## config.mk

```make
export PLATFORM = sky130hd
export DESIGN_NAME = prog_loader_flat
export DESIGN_NICKNAME = d
export VERILOG_FILES = /design/src/rtl/prog_loader_if.sv /design/src/rtl/prog_loader.sv /design/src/flat_wrapper.sv
export SDC_FILE = /design/constraint.sdc
export NUM_CORES = 1
export LEC_CHECK = 0
export ABC_AREA = 1
export BUFFER_PORTS_ARGS = -buffer_cell sky130_fd_sc_hd__buf_2
export CAP_MARGIN = 20
export CORE_ASPECT_RATIO = 0.8
export CORE_MARGIN = 8
export CORE_UTILIZATION = 45
export DETAILED_ROUTE_END_ITERATION = 8
export GPL_ROUTABILITY_DRIVEN = 0
export MAX_ROUTING_LAYER = met4
export PLACE_DENSITY = 0.7
export SETUP_SLACK_MARGIN = 0.1
export SLEW_MARGIN = 20
export SYNTH_ARGS = -nofsm -noshare
export SYNTH_HDL_FRONTEND = slang
export SYNTH_SLANG_ARGS = --single-unit
```

## constraint.sdc

```tcl
create_clock -name clk1 -period 1.67 [get_ports clk1]
set_input_delay 0.0835 -clock clk1 [delete_from_list [all_inputs] [get_ports clk1]]
set_output_delay 0.0835 -clock clk1 [all_outputs]
set_load 0.03 [all_outputs]
```

## src/rtl/prog_loader_if.sv

```systemverilog
// Byte-stream and memory write-port bundle for the program loader.
// The loader takes the slave side; the byte source and memory sit on the master side.
interface prog_loader_if #(
    parameter int ADDR_W = 10,
    parameter int WORD_W = 32
);
    logic [7:0]        in_data;
    logic              in_valid;
    logic              in_ready;
    logic              mem_we;
    logic [ADDR_W-1:0] mem_addr;
    logic [WORD_W-1:0] mem_wdata;

    modport master (
        output in_data, in_valid,
        input  in_ready, mem_we, mem_addr, mem_wdata
    );

    modport slave (
        input  in_data, in_valid,
        output in_ready, mem_we, mem_addr, mem_wdata
    );
endinterface

```

## src/rtl/prog_loader.sv

```systemverilog
// Byte-stream program loader: takes a 16-bit word count plus big-endian words,
// writes them to instruction/data memory and releases the CPU when complete.
module prog_loader #(
    parameter int ADDR_W        = 10,
    parameter int WORD_W        = 32,
    parameter bit HOLD_AT_RESET = 1'b1
) (
    input  logic         clk1,
    input  logic         rst_n,
    input  logic         start,
    input  logic         abort,
    prog_loader_if.slave bus,
    output logic         cpu_hold,
    output logic         cpu_start,
    output logic         load_done,
    output logic         load_err,
    output logic [15:0]  word_cnt
);

    typedef enum logic [2:0] {IDLE, HDR_HI, HDR_LO, DATA, FLUSH, DONE} state_t;

    state_t              state_q, state_d;
    logic [15:0]         cnt_q, cnt_d;
    logic [15:0]         widx_q, widx_d;
    logic [1:0]          bidx_q, bidx_d;
    logic [WORD_W-9:0]   asm_q, asm_d;
    logic                mem_we_q, mem_we_d;
    logic [ADDR_W-1:0]   mem_addr_q, mem_addr_d;
    logic [WORD_W-1:0]   mem_wdata_q, mem_wdata_d;
    logic [15:0]         word_cnt_q, word_cnt_d;
    logic                cpu_hold_q, cpu_hold_d;
    logic                cpu_start_q, cpu_start_d;
    logic                load_done_q, load_done_d;
    logic                load_err_q, load_err_d;
    logic                ready;
    logic                hs;
    logic                in_range;
    logic                finish;

    assign in_range = (32'(widx_q) < (32'd1 << ADDR_W));

    always_comb begin
        state_d     = state_q;
        cnt_d       = cnt_q;
        widx_d      = widx_q;
        bidx_d      = bidx_q;
        asm_d       = asm_q;
        mem_we_d    = 1'b0;
        mem_addr_d  = mem_addr_q;
        mem_wdata_d = mem_wdata_q;
        word_cnt_d  = word_cnt_q;
        cpu_hold_d  = cpu_hold_q;
        cpu_start_d = 1'b0;
        load_done_d = load_done_q;
        load_err_d  = load_err_q;
        finish      = 1'b0;
        ready       = (state_q == HDR_HI) || (state_q == HDR_LO) || (state_q == DATA);
        hs          = ready && bus.in_valid;

        case (state_q)
            IDLE: begin
                if (start) begin
                    state_d     = HDR_HI;
                    load_done_d = 1'b0;
                    load_err_d  = 1'b0;
                    word_cnt_d  = 16'd0;
                    cpu_hold_d  = 1'b1;
                    cnt_d       = 16'd0;
                    widx_d      = 16'd0;
                    bidx_d      = 2'd0;
                end
            end
            HDR_HI, HDR_LO, DATA: begin
                if (abort) begin
                    // Partial word is dropped; words already written stay in memory.
                    state_d    = IDLE;
                    load_err_d = 1'b1;
                    bidx_d     = 2'd0;
                end else if (hs) begin
                    if (state_q == HDR_HI) begin
                        cnt_d[15:8] = bus.in_data;
                        state_d     = HDR_LO;
                    end else if (state_q == HDR_LO) begin
                        cnt_d[7:0] = bus.in_data;
                        state_d    = (cnt_d == 16'd0) ? DONE : DATA;
                    end else if (bidx_q == 2'd3) begin
                        bidx_d = 2'd0;
                        widx_d = widx_q + 16'd1;
                        // Words past the end of memory are swallowed so the stream stays in sync.
                        if (in_range) begin
                            mem_we_d    = 1'b1;
                            mem_addr_d  = widx_q[ADDR_W-1:0];
                            mem_wdata_d = {asm_q, bus.in_data};
                            word_cnt_d  = word_cnt_q + 16'd1;
                        end else begin
                            load_err_d = 1'b1;
                        end
                        if (widx_d == cnt_q) begin
                            state_d = FLUSH;
                        end
                    end else begin
                        asm_d  = {asm_q[WORD_W-17:0], bus.in_data};
                        bidx_d = bidx_q + 2'd1;
                    end
                end
            end
            FLUSH: begin
                state_d = DONE;
                finish  = 1'b1;
            end
            DONE: begin
                state_d = IDLE;
                // An empty image skips FLUSH, so completion is issued one state later.
                finish  = (cnt_q == 16'd0);
            end
            default: state_d = IDLE;
        endcase

        if (finish) begin
            cpu_start_d = !load_err_q;
            cpu_hold_d  = load_err_q;
            load_done_d = !load_err_q;
        end
    end

    always_ff @(posedge clk1 or negedge rst_n) begin
        if (!rst_n) begin
            state_q     <= IDLE;
            cnt_q       <= '0;
            widx_q      <= '0;
            bidx_q      <= '0;
            asm_q       <= '0;
            mem_we_q    <= 1'b0;
            mem_addr_q  <= '0;
            mem_wdata_q <= '0;
            word_cnt_q  <= '0;
            cpu_hold_q  <= HOLD_AT_RESET;
            cpu_start_q <= 1'b0;
            load_done_q <= 1'b0;
            load_err_q  <= 1'b0;
        end else begin
            state_q     <= state_d;
            cnt_q       <= cnt_d;
            widx_q      <= widx_d;
            bidx_q      <= bidx_d;
            asm_q       <= asm_d;
            mem_we_q    <= mem_we_d;
            mem_addr_q  <= mem_addr_d;
            mem_wdata_q <= mem_wdata_d;
            word_cnt_q  <= word_cnt_d;
            cpu_hold_q  <= cpu_hold_d;
            cpu_start_q <= cpu_start_d;
            load_done_q <= load_done_d;
            load_err_q  <= load_err_d;
        end
    end

    assign bus.in_ready  = ready;
    assign bus.mem_we    = mem_we_q;
    assign bus.mem_addr  = mem_addr_q;
    assign bus.mem_wdata = mem_wdata_q;
    assign cpu_hold      = cpu_hold_q;
    assign cpu_start     = cpu_start_q;
    assign load_done     = load_done_q;
    assign load_err      = load_err_q;
    assign word_cnt      = word_cnt_q;

endmodule

```

## src/flat_wrapper.sv

```systemverilog
// flat-port wrapper written by rule: the top's interface ports become plain ports
module prog_loader_flat 
#(
    parameter int ADDR_W        = 10,
    parameter int WORD_W        = 32,
    parameter bit HOLD_AT_RESET = 1'b1
)
  (clk1, rst_n, start, abort, cpu_hold, cpu_start, load_done, load_err, word_cnt, bus_in_data, bus_in_valid, bus_in_ready, bus_mem_we, bus_mem_addr, bus_mem_wdata);
  prog_loader_if #(.ADDR_W(ADDR_W), .WORD_W(WORD_W)) bus_i ();
  input  logic clk1;
  input  logic rst_n;
  input  logic start;
  input  logic abort;
  output logic cpu_hold;
  output logic cpu_start;
  output logic load_done;
  output logic load_err;
  output logic [15:0] word_cnt;
  input wire logic [$bits(bus_i.in_data)-1:0] bus_in_data;
  input wire logic [$bits(bus_i.in_valid)-1:0] bus_in_valid;
  output wire logic [$bits(bus_i.in_ready)-1:0] bus_in_ready;
  output wire logic [$bits(bus_i.mem_we)-1:0] bus_mem_we;
  output wire logic [$bits(bus_i.mem_addr)-1:0] bus_mem_addr;
  output wire logic [$bits(bus_i.mem_wdata)-1:0] bus_mem_wdata;
  assign bus_i.in_data = bus_in_data;
  assign bus_i.in_valid = bus_in_valid;
  assign bus_in_ready = bus_i.in_ready;
  assign bus_mem_we = bus_i.mem_we;
  assign bus_mem_addr = bus_i.mem_addr;
  assign bus_mem_wdata = bus_i.mem_wdata;
  prog_loader #(.ADDR_W(ADDR_W), .WORD_W(WORD_W), .HOLD_AT_RESET(HOLD_AT_RESET)) u_core (.clk1(clk1), .rst_n(rst_n), .start(start), .abort(abort), .bus(bus_i), .cpu_hold(cpu_hold), .cpu_start(cpu_start), .load_done(load_done), .load_err(load_err), .word_cnt(word_cnt));
endmodule
```

==> results of run 1 <==
## layout by cell type (no fill, tap or decap), types with 8 or more instances in the layout
| cell | synthesis | final |
|---|---|---|
| dfrtp_2 | 0 | 8 |
| buf_12 | 0 | 16 |
| nor2_1 | 41 | 22 |
| o21ai_2 | 4 | 57 |
| nand4_1 | 18 | 18 |
| nand2_4 | 0 | 45 |
| o22ai_2 | 0 | 12 |
| buf_2 | 8 | 75 |
| clkbuf_16 | 0 | 24 |
| buf_4 | 1 | 85 |
| dfrtp_1 | 123 | 115 |
| inv_1 | 82 | 76 |
| nand3_2 | 2 | 16 |
| o21ai_1 | 17 | 13 |
| buf_16 | 0 | 15 |
| nand2_2 | 5 | 53 |
| nand2_1 | 212 | 116 |
| nor2_2 | 5 | 10 |
| nor2_4 | 0 | 14 |
| buf_6 | 4 | 30 |
| nand3_1 | 47 | 28 |
## what timing repair did
action / in CTS / in global routing
hold buffers: 5 / 0
pin swaps: 30 / 40
gates resized for setup: 165 / 265
setup buffers: 44 / 12
gates cloned: 18 / 9
endpoints found under the hold margin: 58 / 0
setup endpoints to repair: 118 / 124
## state kept, by name, summed over array words and instances, names as in the netlist
| signal | cells |
|---|---|
| u_core.load_done | 1 |
| u_core.widx_q | 16 |
| u_core.cnt_q | 16 |
| u_core.load_err | 1 |
| u_core.word_cnt | 16 |
| u_core.asm_q | 24 |
| u_core.bidx_q | 2 |
| u_core.bus.mem_addr | 10 |
| u_core.cpu_hold | 1 |
| u_core.bus.mem_wdata | 32 |
| u_core.cpu_start | 1 |
| u_core.bus.mem_we | 1 |
| u_core.state_q | 3 |
## worst min-delay path by stage
stage               cells past startpoint            from  slack [ns]                                  to
floorplan                               0           rst_n       -0.21         u_core.asm_q[0]$_DFFE_PN0P_
global placement                        1           rst_n        0.07  u_core.bus.mem_addr[6]$_DFFE_PN0P_
detailed placement                      1           rst_n        0.07  u_core.bus.mem_addr[6]$_DFFE_PN0P_
CTS                                     3  bus_in_data[1]       0.009         u_core.asm_q[1]$_DFFE_PN0P_
global route                            4           start        0.02      u_core.word_cnt[6]$_DFFE_PN0P_
finish                                  4           start       0.005      u_core.word_cnt[6]$_DFFE_PN0P_
## power by group through the flow
stage               Combinational (mW)  Sequential (mW)  Clock, mW
finish                            10.8             4.68       4.01
global placement                  5.67             4.33          0
floorplan                         3.27             4.48          0
CTS                               8.47             4.38       3.88
global route                      11.2             4.71       4.12
detailed placement                5.75             4.34          0
## cells by family (layout without fill, tap and decap cells)
| group | count (synthesis) | in the layout | synth area share, % |
|---|---|---|---|
| AOI/OAI and AO/OA | 117 | 117 | 10.99 |
| xor gates and xnor gates | 11 | 11 | 1.621 |
| adders and majority gates | 3 | 3 | 0.6315 |
| buffers and inverters | 108 | 356 | 7.641 |
| DFF | 124 | 124 | 52.22 |
| and+or+nand+nor | 357 | 357 | 26.90 |
## per-stage QoR
step | area, sq um | TNS (ns)
3_5_place_dp | 7154 | -5.105
2_1_floorplan | 5992 | 0
6_report | 10290 | -26.56
3_3_place_gp | 7154 | -3.466
4_1_cts | 9203 | -8.286
5_1_grt | 10290 | -30.76
## worst register-to-register path: cells and delay by family, from the launching register on
kind	cells	cell delay (ns)
and+or+nand+nor	14	1.33
buffers and inverters	1	0.08
adders and majority gates	1	0.20
DFF	1	0.46
## area by class of cell
type | count | area share (%)
Tap cell | 175 | 2.129
Clock inverter | 14 | 1.666
Inverter | 87 | 3.369
Clock buffer | 18 | 4.270
Sequential cell | 124 | 30.28
Multi-Input combinational cell | 488 | 35.25
Timing Repair Buffer | 237 | 23.04
## metal layers
| layer | track usage [%] | routed length [microns] |
|---|---|---|
| met5 | - | 0 |
| met3 | 5.953 | 2719 |
| met2 | 41.80 | 12870 |
| met1 | 33.09 | 9828 |
| met4 | 13.24 | 1959 |
==> impl_metrics.tcl, run 1 <==
set metrics [dict create \
    worst_pin_slew_ns 0.5342 \
    rsz0062_at_grt "yes" \
    worstSetupStartpoint "u_core.widx_q[0]$_DFFE_PN0P_" \
    slowest_stage "dfrtp_2" \
    ys_seq_area_share_pct 52.22 \
    ys_types 36 \
    end_kind "flip-flop" \
    p_int_mw 10.79 \
    p_switching_mw 8.683 \
    synthFlopType "dfrtp_1" \
    syn_area_per_cell_sq_um 8.256 \
    synth_edf_count 0 \
    num_vias 6906 \
    place_ws_ns -0.2305 \
    period_share_pct 129.6 \
    critPathCapture "u_core.state_q[1]$_DFFE_PN0P_" \
    nets 971 \
    port_buffers 76 \
    fill_cells 670 \
    grt_use_total_pct 27.12 \
    cpPeakStageDelay_ns 0.46 \
    pwr-share-clk_pct 20.6 \
    hold_path.class "input port to flip-flop" \
    grt-ovfl-total 0 \
    syn_area_sq_um 5944 \
    grt_pass1_wl_microns 35070 \
    p_total_mw 19.48 \
    vdd_drop_max_mv 1.363 \
    p_sw_share_pct 44.58 \
    antenna_found_initial 0 \
    dp_hpwl_microns 11350 \
    synth_most_common_cell "nand2_1" \
    cts.sinks 124 \
    slew_headroom_pct 64.39 \
    post-synth-top-area-cell "dfrtp_1" \
    seqCellArea_sq_um 3114 \
    cts_root_buffer "clkbuf_16" \
    die_area_sq_um 17170 \
    p_comb_share_pct 55.4 \
    htreeDepth 4 \
    drc 0 \
    grt_pass1_vias 6602 \
    post_layout_nonfiller_instances 1143 \
    worstReg2RegStart "u_core.widx_q[0]$_DFFE_PN0P_" \
    crit_buf_inv 1 \
    hold_viol 0 \
    totalWireLength_microns 27380 \
    viasPerCell 6.042 \
    final_util_pct 79.92 \
    cts_buffers 17 \
    grt_max_degree 47 \
    synth_top_area_share_pct 51.78 \
    wl_per_cell_microns 23.96 \
    drt_iter0_markers 802 \
    drtPass1Iterations 5 \
    maxCapViolations 0 \
    synth.area.top_cells "dfrtp_1, nand2_1, inv_1, o21ai_0, nand3_1" \
    violations "negative setup slack" \
    r2r_slack_ns -0.49 \
    drive_gt1_share_pct 54.75 \
    seq_power_share_pct 24.1 \
    drtAntennaViolNets 0 \
    cp_common_cell "nand2_1" \
    fin_skew_ns 0.02002 \
    synth-seq-cells 124 \
    num_rows 37 \
    syn_inst 720 \
    clk_latency_ns 0.45 \
    syn-num-nets 736 \
    syn2layout_area_growth_pct 73.04 \
    cts_max_path_buffers 2 \
    required_ns 2.04 \
    synth_warnings 0 \
    ios 77 \
    cpLargestDelayFamily "simple AND/OR/NAND/NOR gates" \
    clk_pin_slew_ns 0.08 \
    timing.final.ws_setup_ns -0.4945 \
    crit_fanout 4 \
    cp-start-kind "flip-flop" \
    core_area_sq_um 12870 \
    fp.dieW_microns 144.5 \
    diodes 0 \
    leakage_nw 4.956 \
    crit_arrival_ns 2.54 \
    r2r-end "u_core.state_q[1]$_DFFE_PN0P_" \
    dieHeight_microns 118.8 \
    crit_chain "ha_4, inv_1, nand2_2, nand2_2, nand2_1, nand2_1, nand2_1, nor2_1, nand2_1, nor2_2, nand3_2, nor2_4, nand2_4, nand2_2, nand2_1, nand2_1" \
    start_util_pct 46.19 \
    dp_cells 1031 \
    min_period_ns 2.164 \
    ff2ff_path_depth 16 \
    multi_input_area_sq_um 3626 \
    cp.depth 16 \
    final-setup-viol-count 115 \
    status "finished with violations" \
    power_density_nw_per_um2 1893 \
    fin_hold_ws_ns 0.005094 \
    slew_viol_final 0 \
    cts_tree "done" \
    synth_commonest_cells "nand2_1, dfrtp_1, inv_1, o21ai_0, nand3_1" \
    worstSetupPathType "flip-flop to flip-flop" \
    timing.fmax_mhz 462.0 \
    synthArstFlopShare_pct 100.0 \
]
(Power assumes the default switching activity.)
==> run 2, diff against run 1 <==
--- a/config.mk
+++ b/config.mk
@@ -15,8 +15,8 @@
 export GPL_ROUTABILITY_DRIVEN = 0
 export MAX_ROUTING_LAYER = met4
 export PLACE_DENSITY = 0.7
+export RECOVER_POWER = 25
 export SETUP_SLACK_MARGIN = 0.1
-export SLEW_MARGIN = 20
 export SYNTH_ARGS = -nofsm -noshare
 export SYNTH_HDL_FRONTEND = slang
 export SYNTH_SLANG_ARGS = --single-unit
==> run 2 against run 1 <==
The flow still finishes with violations (negative setup slack). Fmax down 0.68%. Non-clock buffer count unchanged. Critical path depth unchanged. Sequential cell count unchanged. Critical path type unchanged. Critical endpoint unchanged. Largest power group unchanged.
==> impl_metrics.tcl, run 2 (synthesized netlist as in run 1, its figures left out) <==
set metrics [dict create \
    syn2layout_area_growth_pct 72.78 \
    cts_max_path_buffers 2 \
    nets 971 \
    grt_pass1_vias 6602 \
    cp_common_cell "nand2_1" \
    clk_pin_slew_ns 0.08 \
    cp-start-kind "flip-flop" \
    finalInstanceArea_sq_um 10270 \
    crit_chain "ha_4, inv_1, nand2_2, nand2_2, nand2_1, nand2_1, nand2_1, nor2_1, nand2_1, nor2_2, nand3_2, nor2_4, nand2_4, nand2_2, nand2_1, nand2_1" \
    timing.fmax_mhz 458.9 \
    worstHoldStart "start" \
    grt_max_degree 47 \
    htreeDepth 4 \
    slowest_stage "dfrtp_2" \
    p_total_mw 19.46 \
    grt_use_total_pct 27.12 \
    num_rows 37 \
    slew_headroom_pct 33.49 \
    port_buffers 76 \
    cts_buffers 17 \
    period_share_pct 130.5 \
    power_density_nw_per_um2 1894 \
    r2r_slack_ns -0.51 \
    cts_root_buffer "clkbuf_16" \
    num_vias 6924 \
    antenna_found_initial 0 \
    cts.sinks 124 \
    timing.final.ws_setup_ns -0.5093 \
    drive_gt1_share_pct 54.75 \
    start_util_pct 46.19 \
    dieHeight_microns 118.8 \
    worst_pin_slew_ns 0.9977 \
    die_area_sq_um 17170 \
    final_common_cell "nand2_1" \
    finalSetupTns_ns -26.27 \
    totalWireLength_microns 27380 \
    viasPerCell 6.058 \
    hold_viol 0 \
    r2r-end "u_core.state_q[1]$_DFFE_PN0P_" \
    diodes 0 \
    status "finished with violations" \
    slew_viol_final 0 \
    place_ws_ns -0.2305 \
    largest_reg_flops 32 \
    grt-ovfl-total 0 \
    fin_skew_ns 0.02027 \
    cpPeakStageDelay_ns 0.46 \
    cts_tree "done" \
    worstReg2RegStart "u_core.widx_q[0]$_DFFE_PN0P_" \
    end_kind "flip-flop" \
    leakage_nw 4.951 \
    worstSetupPathType "flip-flop to flip-flop" \
    wl_per_cell_microns 23.95 \
    ff2ff_path_depth 16 \
    min_period_ns 2.179 \
    hold_path.class "input port to flip-flop" \
    hold_depth 4 \
    violations "negative setup slack" \
    crit_arrival_ns 2.55 \
    maxCapViolations 0 \
    postPlaceCellArea_sq_um 7154 \
    dp_hpwl_microns 11350 \
    final_cell_mix "nand2_1, dfrtp_1, buf_4" \
    clk_latency_ns 0.44 \
    grt_pass1_wl_microns 35070 \
    crit_fanout 4 \
    fp.dieW_microns 144.5 \
    final-setup-viol-count 115 \
    drtPass1Iterations 5 \
    drc 0 \
    hold_path_end "u_core.word_cnt[6]$_DFFE_PN0P_" \
    rsz0062_at_grt "yes" \
    core_area_sq_um 12870 \
    vdd_drop_max_mv 1.364 \
    required_ns 2.04 \
    drtAntennaViolNets 0 \
    drt_iter0_markers 802 \
    final_util_pct 79.81 \
    ios 77 \
]
## run 2: changes by cell type in the layout (fill, tap and decap cells not counted)
cell / previous run / this run
buf_12: 16 / 15
buf_4: 85 / 84
clkbuf_2: 0 / 1
clkbuf_4: 0 / 1
## run 2: how the worst max path moves through the flow
| stage | slack, ns | startpoint | end |
|---|---|---|---|
| final | -0.51 | u_core.widx_q[0]$_DFFE_PN0P_ | u_core.state_q[1]$_DFFE_PN0P_ |
| after global routing | -0.54 | u_core.widx_q[1]$_DFFE_PN0P_ | u_core.state_q[1]$_DFFE_PN0P_ |
| after CTS | -0.18 | u_core.widx_q[0]$_DFFE_PN0P_ | u_core.state_q[1]$_DFFE_PN0P_ |
| after detailed placement | -0.23 | u_core.widx_q[1]$_DFFE_PN0P_ | u_core.state_q[0]$_DFFE_PN0P_ |
| after global placement | -0.19 | u_core.widx_q[5]$_DFFE_PN0P_ | u_core.state_q[1]$_DFFE_PN0P_ |
| after floorplan | 0.01 | u_core.state_q[1]$_DFFE_PN0P_ | u_core.word_cnt[8]$_DFFE_PN0P_ |
## run 2: timing repair
action | 4_1_cts | 5_1_grt
gates resized for setup | 165 | 265
gates cloned | 18 | 9
hold buffers | 5 | 0
pin swaps | 30 | 40
buffers inserted | 44 | 12
endpoints found under the setup margin | 118 | 124
hold endpoints to repair | 58 | 0
## run 2: cell type report
type	instances	area (sq um)
fill	670	2599
inverter	87	346.6
clock inverter	14	171.4
tap	175	219.0
clock buffer	18	439.2
timing repair buffer	237	2355
sequential	124	3114
multi-input combinational	488	3626
## run 2: where the power goes
part | switching (mW) | internal (mW) | leakage [nW]
logic | 6.06 | 4.71 | 2.99
registers | 0.904 | 3.78 | 1.66
clock network | 1.71 | 2.30 | 0.299
## run 2: metal layers
layer	GRT usage, %	up-vias	share of wire, %
met5	-	-	0
met4	13.24	0	7.1
met3	5.953	182	9.9
met2	41.80	527	47
met1	33.09	3358	36
li1	-	2857	-
## run 2: through the flow
| step | hold WS, ns | instances |
|---|---|---|
| 6_report | 0.006701 | 1143 |
| 5_1_grt | 0.02112 | 1143 |
| 4_1_cts | 0.008583 | 1128 |
| 3_5_place_dp | 0.07221 | 1031 |
| 3_3_place_gp | 0.07141 | 1031 |
| 2_1_floorplan | -0.2121 | 720 |
## run 2: critical path: cells and delay by family (launching register included)
family        cells  cell delay [ns]
fa+ha+maj         1             0.20
buf+inv           1             0.08
flops             1             0.46
simple gates     14             1.34
==> run 3, diff against run 2 <==
--- a/config.mk
+++ b/config.mk
@@ -5,7 +5,6 @@
 export SDC_FILE = /design/constraint.sdc
 export NUM_CORES = 1
 export LEC_CHECK = 0
-export ABC_AREA = 1
 export BUFFER_PORTS_ARGS = -buffer_cell sky130_fd_sc_hd__buf_2
 export CAP_MARGIN = 20
 export CORE_ASPECT_RATIO = 0.8
==> run 3 against run 2 <==
The flow still finishes with violations (negative setup slack). Sequential share of layout area is 1.4 points higher. Core utilization down 2.8 points. Fmax down 4.7%. Combinational power fell by 48%. Non-clock buffer count rose by 11. Clock skew down 0.0089 ns. Routed wire length decreased by 19%. Clock power down 6.5%. Sequential power shrank 17%. Power fell by 32%. Via count fell by 19%. Critical path depth shrank 7. Largest power group unchanged.
==> impl_metrics.tcl, run 3 <==
set metrics [dict create \
    p_sw_share_pct 37.91 \
    viasPerCell 5.841 \
    grt_pass1_vias 5806 \
    diodes 0 \
    grt.met2_usage_pct 37.83 \
    fill_cells 716 \
    crit_arrival_ns 2.60 \
    hold_path_end "u_core.asm_q[0]$_DFFE_PN0P_" \
    cts_buffers 17 \
    synth.area.top_cells "dfrtp_1, mux2_2, o21ai_0, nand2_1, xor2_1" \
    ios 77 \
    slew_headroom_pct 51.95 \
    dp_hpwl_microns 11570 \
    hold_path.class "input port to flip-flop" \
    synthArstFlopShare_pct 100.0 \
    period_share_pct 137.0 \
    synth_most_common_cell "dfrtp_1" \
    core_area_sq_um 12780 \
    maxCapViolations 0 \
    num_vias 5619 \
    ys_seq_area_share_pct 53.11 \
    syn_inst 536 \
    p_total_mw 13.23 \
    die_area_sq_um 16910 \
    syn2layout_area_growth_pct 68.25 \
    grt_max_degree 80 \
    dp_cells 864 \
    nets 791 \
    slew_viol_final 0 \
    grt_busiest_layer "met2" \
    fin_hold_ws_ns 0.09573 \
    grt_util_met3_pct 7.621 \
    seq_power_share_pct 29.3 \
    final-setup-viol-count 123 \
    synth_top_area_share_pct 52.67 \
    synth_commonest_cells "dfrtp_1, mux2_2, nand2_1, o21ai_0, nor2_1" \
    syn-num-nets 552 \
    largest_reg_flops 32 \
    end_kind "flip-flop" \
    post-synth-top-area-cell "dfrtp_1" \
    synth-seq-cells 124 \
    ff2ff_path_depth 9 \
    synth_warnings 0 \
    synthFlopType "dfrtp_1" \
    final_common_cell "dfrtp_1" \
    synth_edf_count 0 \
    drive_gt1_share_pct 61.63 \
    grt-ovfl-total 0 \
    totalWireLength_microns 22050 \
    cts_root_buffer "clkbuf_16" \
    leakage_nw 4.749 \
    port_buffers 76 \
    status "finished with violations" \
    wl_per_cell_microns 22.92 \
    slowest_stage "dfrtp_1" \
    grt.met1_usage_pct 29.25 \
    vdd_drop_max_mv 1.031 \
    cts_max_path_buffers 2 \
    dieHeight_microns 117.9 \
    syn_area_per_cell_sq_um 10.90 \
    start_util_pct 45.74 \
    syn_area_sq_um 5844 \
    crit_chain "buf_6, and4_4, nand3_2, nor3_4, xnor2_1, nand3_1, nor4_2, buf_4, a22oi_2" \
    r2r-end "u_core.state_q[0]$_DFFE_PN0P_" \
    timing.final.ws_setup_ns -0.6179 \
    p_int_mw 8.217 \
    drtPass1Iterations 5 \
    p_switching_mw 5.017 \
    place_ws_ns -0.5536 \
    worst_pin_slew_ns 0.7208 \
    worstHoldStart "bus_in_data[0]" \
    violations "negative setup slack" \
    ys_types 56 \
    rsz0062_at_grt "yes" \
    cts_tree "done" \
    clk_pin_slew_ns 0.06 \
    hold_viol 0 \
    cpPeakStageDelay_ns 0.42 \
    crit_fanout 6 \
    worstReg2RegStart "u_core.widx_q[6]$_DFFE_PN0P_" \
    grt_use_total_pct 24.55 \
    r2r_slack_ns -0.62 \
    worstSetupPathType "flip-flop to flip-flop" \
    htreeDepth 4 \
    drtAntennaViolNets 0 \
    timing.fmax_mhz 437.1 \
    required_ns 1.98 \
    drt_iter0_markers 565 \
    p_comb_share_pct 42.3 \
    clk_latency_ns 0.43 \
    power_density_nw_per_um2 1346 \
    grt_pass1_wl_microns 31010 \
    min_period_ns 2.288 \
    fp.dieW_microns 143.4 \
    fin_skew_ns 0.01135 \
    hold_depth 3 \
    num_rows 37 \
    pwr-share-clk_pct 28.3 \
    post_layout_nonfiller_instances 962 \
    antenna_found_initial 0 \
    cp-start-kind "flip-flop" \
    cts.sinks 124 \
    drc 0 \
    final_cell_mix "dfrtp_1, buf_4, buf_2" \
]
[run 3: layout make-up]
class                   count  area (sq um)  share of cell area [%]
clock buffers              19         452.9                   4.606
clock inverters            12         140.1                   1.425
inverters                   9         33.78                  0.3436
multi-input cells         375          3729                   37.92
flip-flops and latches    124          3114                   31.67
well taps                 175         219.0                   2.227
repair buffers            248          2145                   21.81
[run 3: power groups by stage]
stage	combinational [mW]	clock (mW)	sequential, mW
after floorplan	1.91	0	3.90
after global placement	3.20	0	3.80
after detailed placement	3.30	0	3.82
after CTS	4.51	3.74	3.81
after global routing	5.84	3.91	3.91
final	5.60	3.75	3.88
[run 3: worst max path at each step]
stage,start,end,slack [ns],depth (start not counted)
2_1_floorplan,u_core.widx_q[6]$_DFFE_PN0P_,u_core.state_q[2]$_DFFE_PN0P_,-0.46,7
3_3_place_gp,u_core.widx_q[1]$_DFFE_PN0P_,u_core.state_q[2]$_DFFE_PN0P_,-0.49,8
3_5_place_dp,u_core.widx_q[6]$_DFFE_PN0P_,u_core.state_q[0]$_DFFE_PN0P_,-0.55,9
4_1_cts,u_core.widx_q[0]$_DFFE_PN0P_,u_core.state_q[2]$_DFFE_PN0P_,-0.48,8
5_1_grt,u_core.widx_q[2]$_DFFE_PN0P_,u_core.state_q[2]$_DFFE_PN0P_,-0.66,8
6_report,u_core.widx_q[6]$_DFFE_PN0P_,u_core.state_q[0]$_DFFE_PN0P_,-0.62,9
[run 3: cells by family after synthesis]
| group | count (synthesis) | synth area share (%) |
|---|---|---|
| simple gates | 172 | 14.96 |
| flops | 124 | 53.12 |
| compound gates | 94 | 9.998 |
| mux | 70 | 13.44 |
| buf+inv | 39 | 2.740 |
| xor+xnor | 34 | 5.095 |
| fa+ha+maj | 3 | 0.6423 |
[run 3: stage by stage]
stage	TNS, ns	util [%]	area (sq um)
floorplan	-10.65	-	6359
global placement	-12.92	59.45	7596
detailed placement	-15.86	59.45	7596
CTS	-24.71	73.00	9328
global route	-41.87	76.96	9833
finish	-34.79	76.96	9833
[run 3: layer usage]
metal | wire (microns) | part of all wire, % | up-vias
met5 | 0 | 0 | -
met1 | 8812 | 40 | 2798
li1 | - | - | 2411
met3 | 1794 | 8.1 | 109
met4 | 1075 | 4.9 | 0
met2 | 10370 | 47 | 301
[run 3: critical path, delay by kind of cell, from the launching register on]
kind	cells	cell delay, ns
and+or+nand+nor	5	1.12
buffers and inverters	2	0.33
AOI/OAI and AO/OA	1	0.08
DFF	1	0.42
xor gates and xnor gates	1	0.21
[run 3: timing repair]
item / in CTS / in global routing
pin swaps: 52 / 45
endpoints found under the hold margin: 66 / 0
gates cloned: 9 / 0
buffers inserted: 39 / 17
hold buffers: 8 / 0
setup endpoints to repair: 116 / 125
resized for setup: 169 / 102
